[src/rtl/ram_arb_pkg.sv]
// Shared definitions for ram_arbiter: size codes, FSM states, grant encoding
// and the default ACCESS-state timeout.
package ram_arb_pkg;

  localparam int TIMEOUT_DEFAULT = 16;

  localparam logic [1:0] SZ_BYTE = 2'b00;
  localparam logic [1:0] SZ_HALF = 2'b01;
  localparam logic [1:0] SZ_RSVD = 2'b10;
  localparam logic [1:0] SZ_WORD = 2'b11;

  typedef enum logic [1:0] {
    IDLE   = 2'b00,
    ACCESS = 2'b01,
    RESP   = 2'b10
  } state_e;

  typedef enum logic {
    GNT_I = 1'b0,
    GNT_D = 1'b1
  } gnt_e;

  // True when an access of the given size cannot start at the given low address bits.
  function automatic logic size_misaligned(input logic [1:0] size, input logic [1:0] addr_lo);
    logic bad;
    bad = 1'b0;
    if (size == SZ_WORD && addr_lo != 2'b00) bad = 1'b1;
    if (size == SZ_HALF && addr_lo[0]) bad = 1'b1;
    return bad;
  endfunction

endpackage

[src/rtl/ram_arb_rr.sv]
// Two-way round-robin picker: a sole requester wins, a tie goes to the
// requester that was not granted last. Output is only meaningful when a request is up.
module ram_arb_rr
  import ram_arb_pkg::*;
(
  input  logic iReq,
  input  logic dReq,
  input  gnt_e lastGrant,
  output gnt_e grant
);

  always_comb begin
    grant = GNT_D;
    if (iReq && !dReq) begin
      grant = GNT_I;
    end else if (iReq && dReq && lastGrant == GNT_D) begin
      grant = GNT_I;
    end
  end

endmodule

[src/rtl/ram_arbiter.sv]
// ram_arbiter: fetch/data round-robin front end for a single-port RAM.
// Define RAM_ARB_ALIGN_CHECK_EN to reject misaligned requests without a RAM access.
module ram_arbiter
  import ram_arb_pkg::*;
#(
  parameter int TIMEOUT = TIMEOUT_DEFAULT
) (
  input  logic        Clk,
  input  logic        resetN,
  input  logic        iReq,
  input  logic [8:0]  iAddr,
  output logic        iAck,
  output logic        iErr,
  output logic [31:0] iData,
  input  logic        dReq,
  input  logic        dWrite,
  input  logic [8:0]  dAddr,
  input  logic [1:0]  dSize,
  input  logic [31:0] dWData,
  output logic        dAck,
  output logic        dErr,
  output logic [31:0] dRData,
  output logic        memFuncActive,
  output logic        readWrite,
  output logic [8:0]  address,
  output logic [31:0] ramDataIn,
  output logic [1:0]  dataSize,
  input  logic [31:0] ramDataOut,
  input  logic        memFuncComplete
);

  // Handshake: a requester raises req with stable attributes and holds it until
  // its ack; ack is a registered one-cycle pulse with err and data valid alongside.
  // A request dropped before the IDLE edge that would grant it is never seen.

  localparam int CNT_W = (TIMEOUT > 1) ? $clog2(TIMEOUT) : 1;
  localparam logic [CNT_W-1:0] CNT_LAST = CNT_W'(TIMEOUT - 1);

  state_e           state, state_n;
  gnt_e             gnt, gnt_n;
  gnt_e             last_grant, last_n;
  gnt_e             rr_grant;
  logic [CNT_W-1:0] cnt, cnt_n;

  logic        act_n, rw_n;
  logic [8:0]  addr_n;
  logic [1:0]  size_n;
  logic [31:0] wdata_n;
  logic        iack_n, ierr_n, dack_n, derr_n;
  logic [31:0] idata_n, drdata_n;
  logic        d_bad, i_bad;
  logic        done, timed_out;

  ram_arb_rr u_rr (
    .iReq      (iReq),
    .dReq      (dReq),
    .lastGrant (last_grant),
    .grant     (rr_grant)
  );

`ifdef RAM_ARB_ALIGN_CHECK_EN
  assign d_bad = (dSize == SZ_RSVD) || size_misaligned(dSize, dAddr[1:0]);
  assign i_bad = size_misaligned(SZ_WORD, iAddr[1:0]);
`else
  assign d_bad = (dSize == SZ_RSVD);
  assign i_bad = 1'b0;
`endif

  assign done      = memFuncComplete || (cnt == CNT_LAST);
  assign timed_out = !memFuncComplete;

  always_comb begin
    state_n  = state;
    gnt_n    = gnt;
    last_n   = last_grant;
    cnt_n    = cnt;
    act_n    = memFuncActive;
    rw_n     = readWrite;
    addr_n   = address;
    size_n   = dataSize;
    wdata_n  = ramDataIn;
    iack_n   = 1'b0;
    ierr_n   = 1'b0;
    dack_n   = 1'b0;
    derr_n   = 1'b0;
    idata_n  = iData;
    drdata_n = dRData;

    case (state)
      IDLE: begin
        if (iReq || dReq) begin
          gnt_n  = rr_grant;
          last_n = rr_grant;
          cnt_n  = '0;
          if (rr_grant == GNT_D && d_bad) begin
            // Rejected requests skip the RAM entirely and answer on the grant edge.
            state_n  = RESP;
            dack_n   = 1'b1;
            derr_n   = 1'b1;
            drdata_n = '0;
          end else if (rr_grant == GNT_I && i_bad) begin
            state_n = RESP;
            iack_n  = 1'b1;
            ierr_n  = 1'b1;
            idata_n = '0;
          end else begin
            state_n = ACCESS;
            act_n   = 1'b1;
            if (rr_grant == GNT_I) begin
              addr_n  = iAddr;
              rw_n    = 1'b0;
              size_n  = SZ_WORD;
              wdata_n = '0;
            end else begin
              addr_n  = dAddr;
              rw_n    = dWrite;
              size_n  = dSize;
              wdata_n = dWData;
            end
          end
        end
      end

      ACCESS: begin
        if (done) begin
          state_n = RESP;
          act_n   = 1'b0;
          if (gnt == GNT_I) begin
            iack_n  = 1'b1;
            ierr_n  = timed_out;
            idata_n = timed_out ? '0 : ramDataOut;
          end else begin
            dack_n = 1'b1;
            derr_n = timed_out;
            if (timed_out) begin
              drdata_n = '0;
            end else if (!readWrite) begin
              drdata_n = ramDataOut;
            end
          end
        end else begin
          cnt_n = cnt + 1'b1;
        end
      end

      RESP: begin
        // One dead cycle guarantees a fresh rising strobe for the next access.
        state_n = IDLE;
      end

      default: begin
        state_n = IDLE;
        act_n   = 1'b0;
      end
    endcase
  end

  always_ff @(posedge Clk or negedge resetN) begin
    if (!resetN) begin
      state         <= IDLE;
      gnt           <= GNT_I;
      last_grant    <= GNT_I;
      cnt           <= '0;
      memFuncActive <= 1'b0;
      readWrite     <= 1'b0;
      address       <= '0;
      dataSize      <= SZ_BYTE;
      ramDataIn     <= '0;
      iAck          <= 1'b0;
      iErr          <= 1'b0;
      iData         <= '0;
      dAck          <= 1'b0;
      dErr          <= 1'b0;
      dRData        <= '0;
    end else begin
      state         <= state_n;
      gnt           <= gnt_n;
      last_grant    <= last_n;
      cnt           <= cnt_n;
      memFuncActive <= act_n;
      readWrite     <= rw_n;
      address       <= addr_n;
      dataSize      <= size_n;
      ramDataIn     <= wdata_n;
      iAck          <= iack_n;
      iErr          <= ierr_n;
      iData         <= idata_n;
      dAck          <= dack_n;
      dErr          <= derr_n;
      dRData        <= drdata_n;
    end
  end

endmodule
[config.mk]
export PLATFORM = sky130hd
export DESIGN_NAME = ram_arbiter
export DESIGN_NICKNAME = d
export VERILOG_FILES = /design/src/rtl/ram_arb_pkg.sv /design/src/rtl/ram_arb_rr.sv /design/src/rtl/ram_arbiter.sv
export SDC_FILE = /design/constraint.sdc
export NUM_CORES = 1
export LEC_CHECK = 0
export ABC_AREA = 1
export ABC_CLOCK_PERIOD_IN_PS = 1700
export CORE_ASPECT_RATIO = 0.6
export CORE_MARGIN = 8
export CORE_UTILIZATION = 40
export DETAILED_ROUTE_END_ITERATION = 8
export PLACE_DENSITY = 0.71
export REMOVE_ABC_BUFFERS = 1
export SETUP_SLACK_MARGIN = 0.4
export SLEW_MARGIN = 20
export SYNTH_ARGS = -nofsm -noshare
export SYNTH_HDL_FRONTEND = slang
export SYNTH_SLANG_ARGS = --single-unit
[constraint.sdc]
create_clock -name Clk -period 1.7 [get_ports Clk]
set_input_delay 0.34 -clock Clk [delete_from_list [all_inputs] [get_ports Clk]]
set_output_delay 0.34 -clock Clk [all_outputs]
set_load 0.01 [all_outputs]
Word-level counts from Yosys, hierarchy flattened

Cells that the tools add are included.

Bits in read-only memories: 0
Output and inout bits: 113
Memories kept: 0
Flip-flop bits (word level): 120
Input bits: 90
RAM bits: 0
Latch bits: 0
Logic and storage cells: 85

Shifts and indexed selects: 0
Multiplexer cells: 39
Reduce and logical (&&, ||, !) cells: 17
Add/subtract/negate cells: 1
Bitwise gates (word level): 3
Magnitude comparators: 0
Equal/unequal tests: 11
Multiply operators: 0
Divide/modulo/power cells: 0

Operators with widths:

| operator                                                        | number |
|---|---|
| 32-bit two-way mux                                              | 8 |
| 32-bit one-hot mux with 2 select lines                          | 1 |
| 1-bit two-way mux                                               | 18 |
| 2-bit inequality test, second input constant                    | 6 |
| 9-bit two-way mux                                               | 1 |
| 3-bit AND reduction                                             | 3 |
| 2-bit two-way mux                                               | 4 |
| 4-bit two-way mux                                               | 2 |
| 4-bit one-hot mux with 2 select lines                           | 1 |
| 6-bit AND reduction                                             | 1 |
| 4-bit by 1-bit adder with 4-bit output, second input constant   | 1 |
| 2-bit == test, second input constant                            | 2 |
| 4-bit == test, second input constant                            | 1 |
| 1-bit logical AND                                               | 4 |
| 1-bit one-hot mux with 2 select lines                           | 2 |
| 2-bit one-hot mux with 2 select lines                           | 1 |
| 2-bit AND reduction                                             | 2 |
| 4-bit AND reduction                                             | 1 |
| 3-bit inequality test, second input constant                    | 1 |
| 1-bit NOT                                                       | 3 |
| 1-bit one-hot mux with 3 select lines                           | 1 |
| 2-bit by 1-bit == test with 1-bit output, second input constant | 1 |
| 1-bit zero test                                                 | 2 |
| 2-bit zero test                                                 | 1 |
| other kinds (2)                                                 | 3 |

Depth between registers and ports, before layout

Word-level depth: 8
Depth in mapped cells: 10

Modules after synthesis

Synthesis repeated with hierarchy kept, for this count alone.

Cell total of the unflattened synthesis: 618
Area total of the unflattened synthesis: 5203.7 um^2

Modules (own cells, without submodules):

| module      | instances | cells each | area each (um^2) |
|---|---|---|---|
| ram_arbiter | 1         | 615        | 5192.5 |
| ram_arb_rr  | 1         | 3          | 11.3 |

Worst setup path after synthesis

No wires, ideal clock.

Path kind: reg2reg
From: register cnt[0]
To: register dRData[1]
Library setup time: 0.121 ns
Arrival: 1.310 ns
Cell stages (with the launch flop): 9
Path slack: 0.269 ns
Cell sequence: dfrtp_1 ha_1 nand3_1 nand3_2 nand2_2 nor2_4 buf_4 nand2_1 nand2_1

Longest elaborated chain between the ends: 4

RTL lines:

| element                         | RTL line           | source |
|---|---|---|
| from (decl)                     | ram_arbiter.sv:43  | `logic [CNT_W-1:0] cnt, cnt_n;` |
| from (signal assigned)          | ram_arbiter.sv:179 | `cnt <= cnt_n;` |
| 4-bit == test                   | ram_arbiter.sv:69  | `assign done = memFuncComplete \|\| (cnt == CNT_LAST);` |
| 1-bit logical OR                | ram_arbiter.sv:69  |  |
| 2-bit inequality test (no line) | --                 |  |
| 6-bit AND reduction (no line)   | --                 |  |
| to (signal assigned)            | ram_arbiter.sv:190 | `dRData <= drdata_n;` |
| to (decl)                       | ram_arbiter.sv:22  | `output logic [31:0] dRData,` |

Every way passes these cells.
A chain may end at the register's enable or synchronous reset.

Worst setup path in the final report

From: register state[1]
To: register dRData[1]

Longest elaborated chain between the ends: 3
Elaborated cells on any way between the ends: 10
Those cells by class: eq/ne (6); mux (1); reduce/logical (3)

RTL lines:

| element                                                                     | RTL line           | source |
|---|---|---|
| from (decl)                                                                 | ram_arbiter.sv:39  | `state_e state, state_n;` |
| from (signal assigned)                                                      | ram_arbiter.sv:176 | `state <= state_n;` |
| 2-bit by 1-bit == test with 1-bit output or 2-bit zero test (tied branches) | ram_arbiter.sv:89  | `case (state)` |
| 3-bit inequality test (no line), or another cell as far along               | --                 |  |
| 6-bit AND reduction (no line)                                               | --                 |  |

Parallel ways exist; a longest one is shown, timed or not.

==> run metrics <==
Starting Density=41.21%; Final GP Congestion=0.8238; via-per-instance ratio=4.852; final core utilization=68.88%; Max Cap Viol=0; total CTS buffers=17; vias in the first global route=5281; Non-Filler Instances=1091; endpoint class of the critical path=register; Arr. time, crit path=1.83 ns; TNS Setup=0 ns; Yosys warnings=0; Critical Path RT=2.05 ns; Layout area overhead=67.15%; CTS Buffer Depth=2; Post-Synthesis Cells=617; Slew HR=74.77%; Worst Tran Pin Value=0.3785 ns; register area=0.003005 sq mm; Placed Cells=987; share of layout cells above drive strength 1=32.36%; Fin Hold WS=0.3107 ns; num ports=203; Clk Latency, worst-skew pair=0.41 ns; via count=5293; Die Area=0.01735 sq mm; # nets final=999; Pwr Total=17.22 mW; Clock transition at path regs=0.06 ns; # rows=32; detailed placement HPWL=12520 um; RSZ-0062 raised after global routing=true; Peak VDD IR=0.0007517 V; final setup fails=0; most frequent cells in the layout=nand2_1 (195), dfrtp_1 (118), clkdlybuf4s50_1 (85), buf_4 (75), inv_1 (70); Final Hold Viols=0; CTS tree=built; H-tree levels=4; Routed WL=18690 um; synthesis-stage register bit count=120; Seq/Total Area, Yosys=56.52%; cell area power density=1940 mW/mm^2; Critical Path Start Type=register; minimum clock period=1.476 ns; Fmax=677.4 MHz; post-route DRC violation count=0; Post-Place Setup Slack=-0.3939 ns; die span in y=105.3 um; antenna violations before repair=0; max-slew violations=0; first-pass GRT wire length=28130 um; mean area per synthesized cell=8.610 sq um; Hold Path Class=in2reg; grt ovf=0; Root Buffer=clkbuf_16; fillcell total=1011; clk_skew=0.008678 ns; final setup margin=0.2237 ns; cell area after synthesis=0.005313 sq mm; period utilization=86.84%; WS Path Type=reg2reg; final antenna-violating net count=0; drt pass-1 iters=4; most common cell after layout, fill and taps aside=nand2_1; CP max FO=9; footprint of the multi-input gates=0.002007 sq mm; DP Area=0.007687 sq mm; port bufs=202; Core Area=0.01289 sq mm; n_diodes=0; largest net degree at the start of global routing=69; clk sinks=120; final instance area=0.008880 sq mm; P_leak=4.824 nW; Die Width=164.8 um; DRT iter0 DRCs=329; synth unique cells=27; WL/cell=17.13 um; status=finished clean; total global-route track usage=20.44%
## synth_stat cells
library cell	instances	area share (%)
inv_1	73	5.2
inv_2	3	0.21
nand2_1	200	14
nand2_2	3	0.35
o21ai_1	10	0.94
nand2_4	2	0.42
nor2_1	9	0.64
nor2_2	1	0.12
buf_4	3	0.42
nor3_1	1	0.094
nor2_4	3	0.64
nor3_2	1	0.19
o21ai_0	60	5.7
a22oi_1	1	0.14
o21ai_2	1	0.16
clkbuf_1	13	0.92
o31ai_1	1	0.14
o211ai_1	9	1.3
dfrtp_1	120	57
buf_6	1	0.21
buf_2	17	1.6
o21bai_1	34	4.8
a21oi_1	3	0.28
ha_1	1	0.24
nand3_2	1	0.19
or2_2	9	1.1
nand3_1	37	3.5
## what timing repair did
action / 4_1_cts / 5_1_grt
setup endpoints to repair: 232 / 215
buffers inserted: 25 / 39
pin swaps: 11 / 6
resized for setup: 490 / 121
hold endpoints to repair: 120 / 0
hold buffers: 1 / 0
cloned: 4 / 3
## worst max-delay path: stages (launching register included)
cell     delay [ns]
dfrtp_1        0.38
buf_4          0.17
inv_2          0.07
nand3_1        0.09
o21ai_2        0.09
nand2_4        0.10
nor2_4         0.13
buf_6          0.13
buf_6          0.12
nand2_1        0.06
nand2_1        0.07
## sequential cells by signal, summed over array words and instances, names as in the netlist
| signal | count |
|---|---|
| dRData | 32 |
| iData | 32 |
| ramDataIn | 32 |
| address | 9 |
| cnt | 4 |
| dataSize | 2 |
| state | 2 |
| dAck | 1 |
| dErr | 1 |
| iAck | 1 |
| iErr | 1 |
| last_grant | 1 |
| memFuncActive | 1 |
| readWrite | 1 |
## routing by layer
metal  vias to the layer above  track usage (%)  wire length (um)
met5                         -                0                 0
met2                       192            31.35              8678
met1                      2540            26.74              8208
li1                       2543                -                 -
met4                         0            5.954               194
met3                        18            7.382              1605
## cells by family (layout without fill, tap and decap cells)
group | after synthesis | in the layout | synth area share (%)
AO/OA/AOI/OAI | 119 | 119 | 13.40
adder cells (fa/ha/maj) | 1 | 1 | 0.2355
buffers and inverters | 110 | 413 | 8.526
flip-flops | 120 | 120 | 56.52
AND/OR/NAND/NOR | 267 | 268 | 21.31
## cell type report
cell class                 count  share of cell area, %
multi-input combinational    388                  22.60
timing repair buffer         305                  30.82
clock buffer                  19                  4.988
tap                          170                  2.395
sequential                   120                  33.85
clock inverter                13                  2.001
inverter                      76                  3.354
## final timing paths
kind,from,end,slack [ns],cells past startpoint
min in group asynchronous,resetN,ramDataIn[14],0.48,3
worst max register to register,state[1],dRData[1],0.22,10
worst max-delay path,state[1],dRData[1],0.22,10
worst min register to register,ramDataIn[6],ramDataIn[6],0.48,2
max in group asynchronous,resetN,dRData[14],0.89,3
worst min-delay path,memFuncComplete,dErr,0.31,2
## report_power, final
| part | internal, mW | switching, mW |
|---|---|---|
| logic | 4.23 | 4.26 |
| registers | 4.13 | 0.818 |
| clock network | 2.48 | 1.31 |
Power figures use the tool's default switching activity.
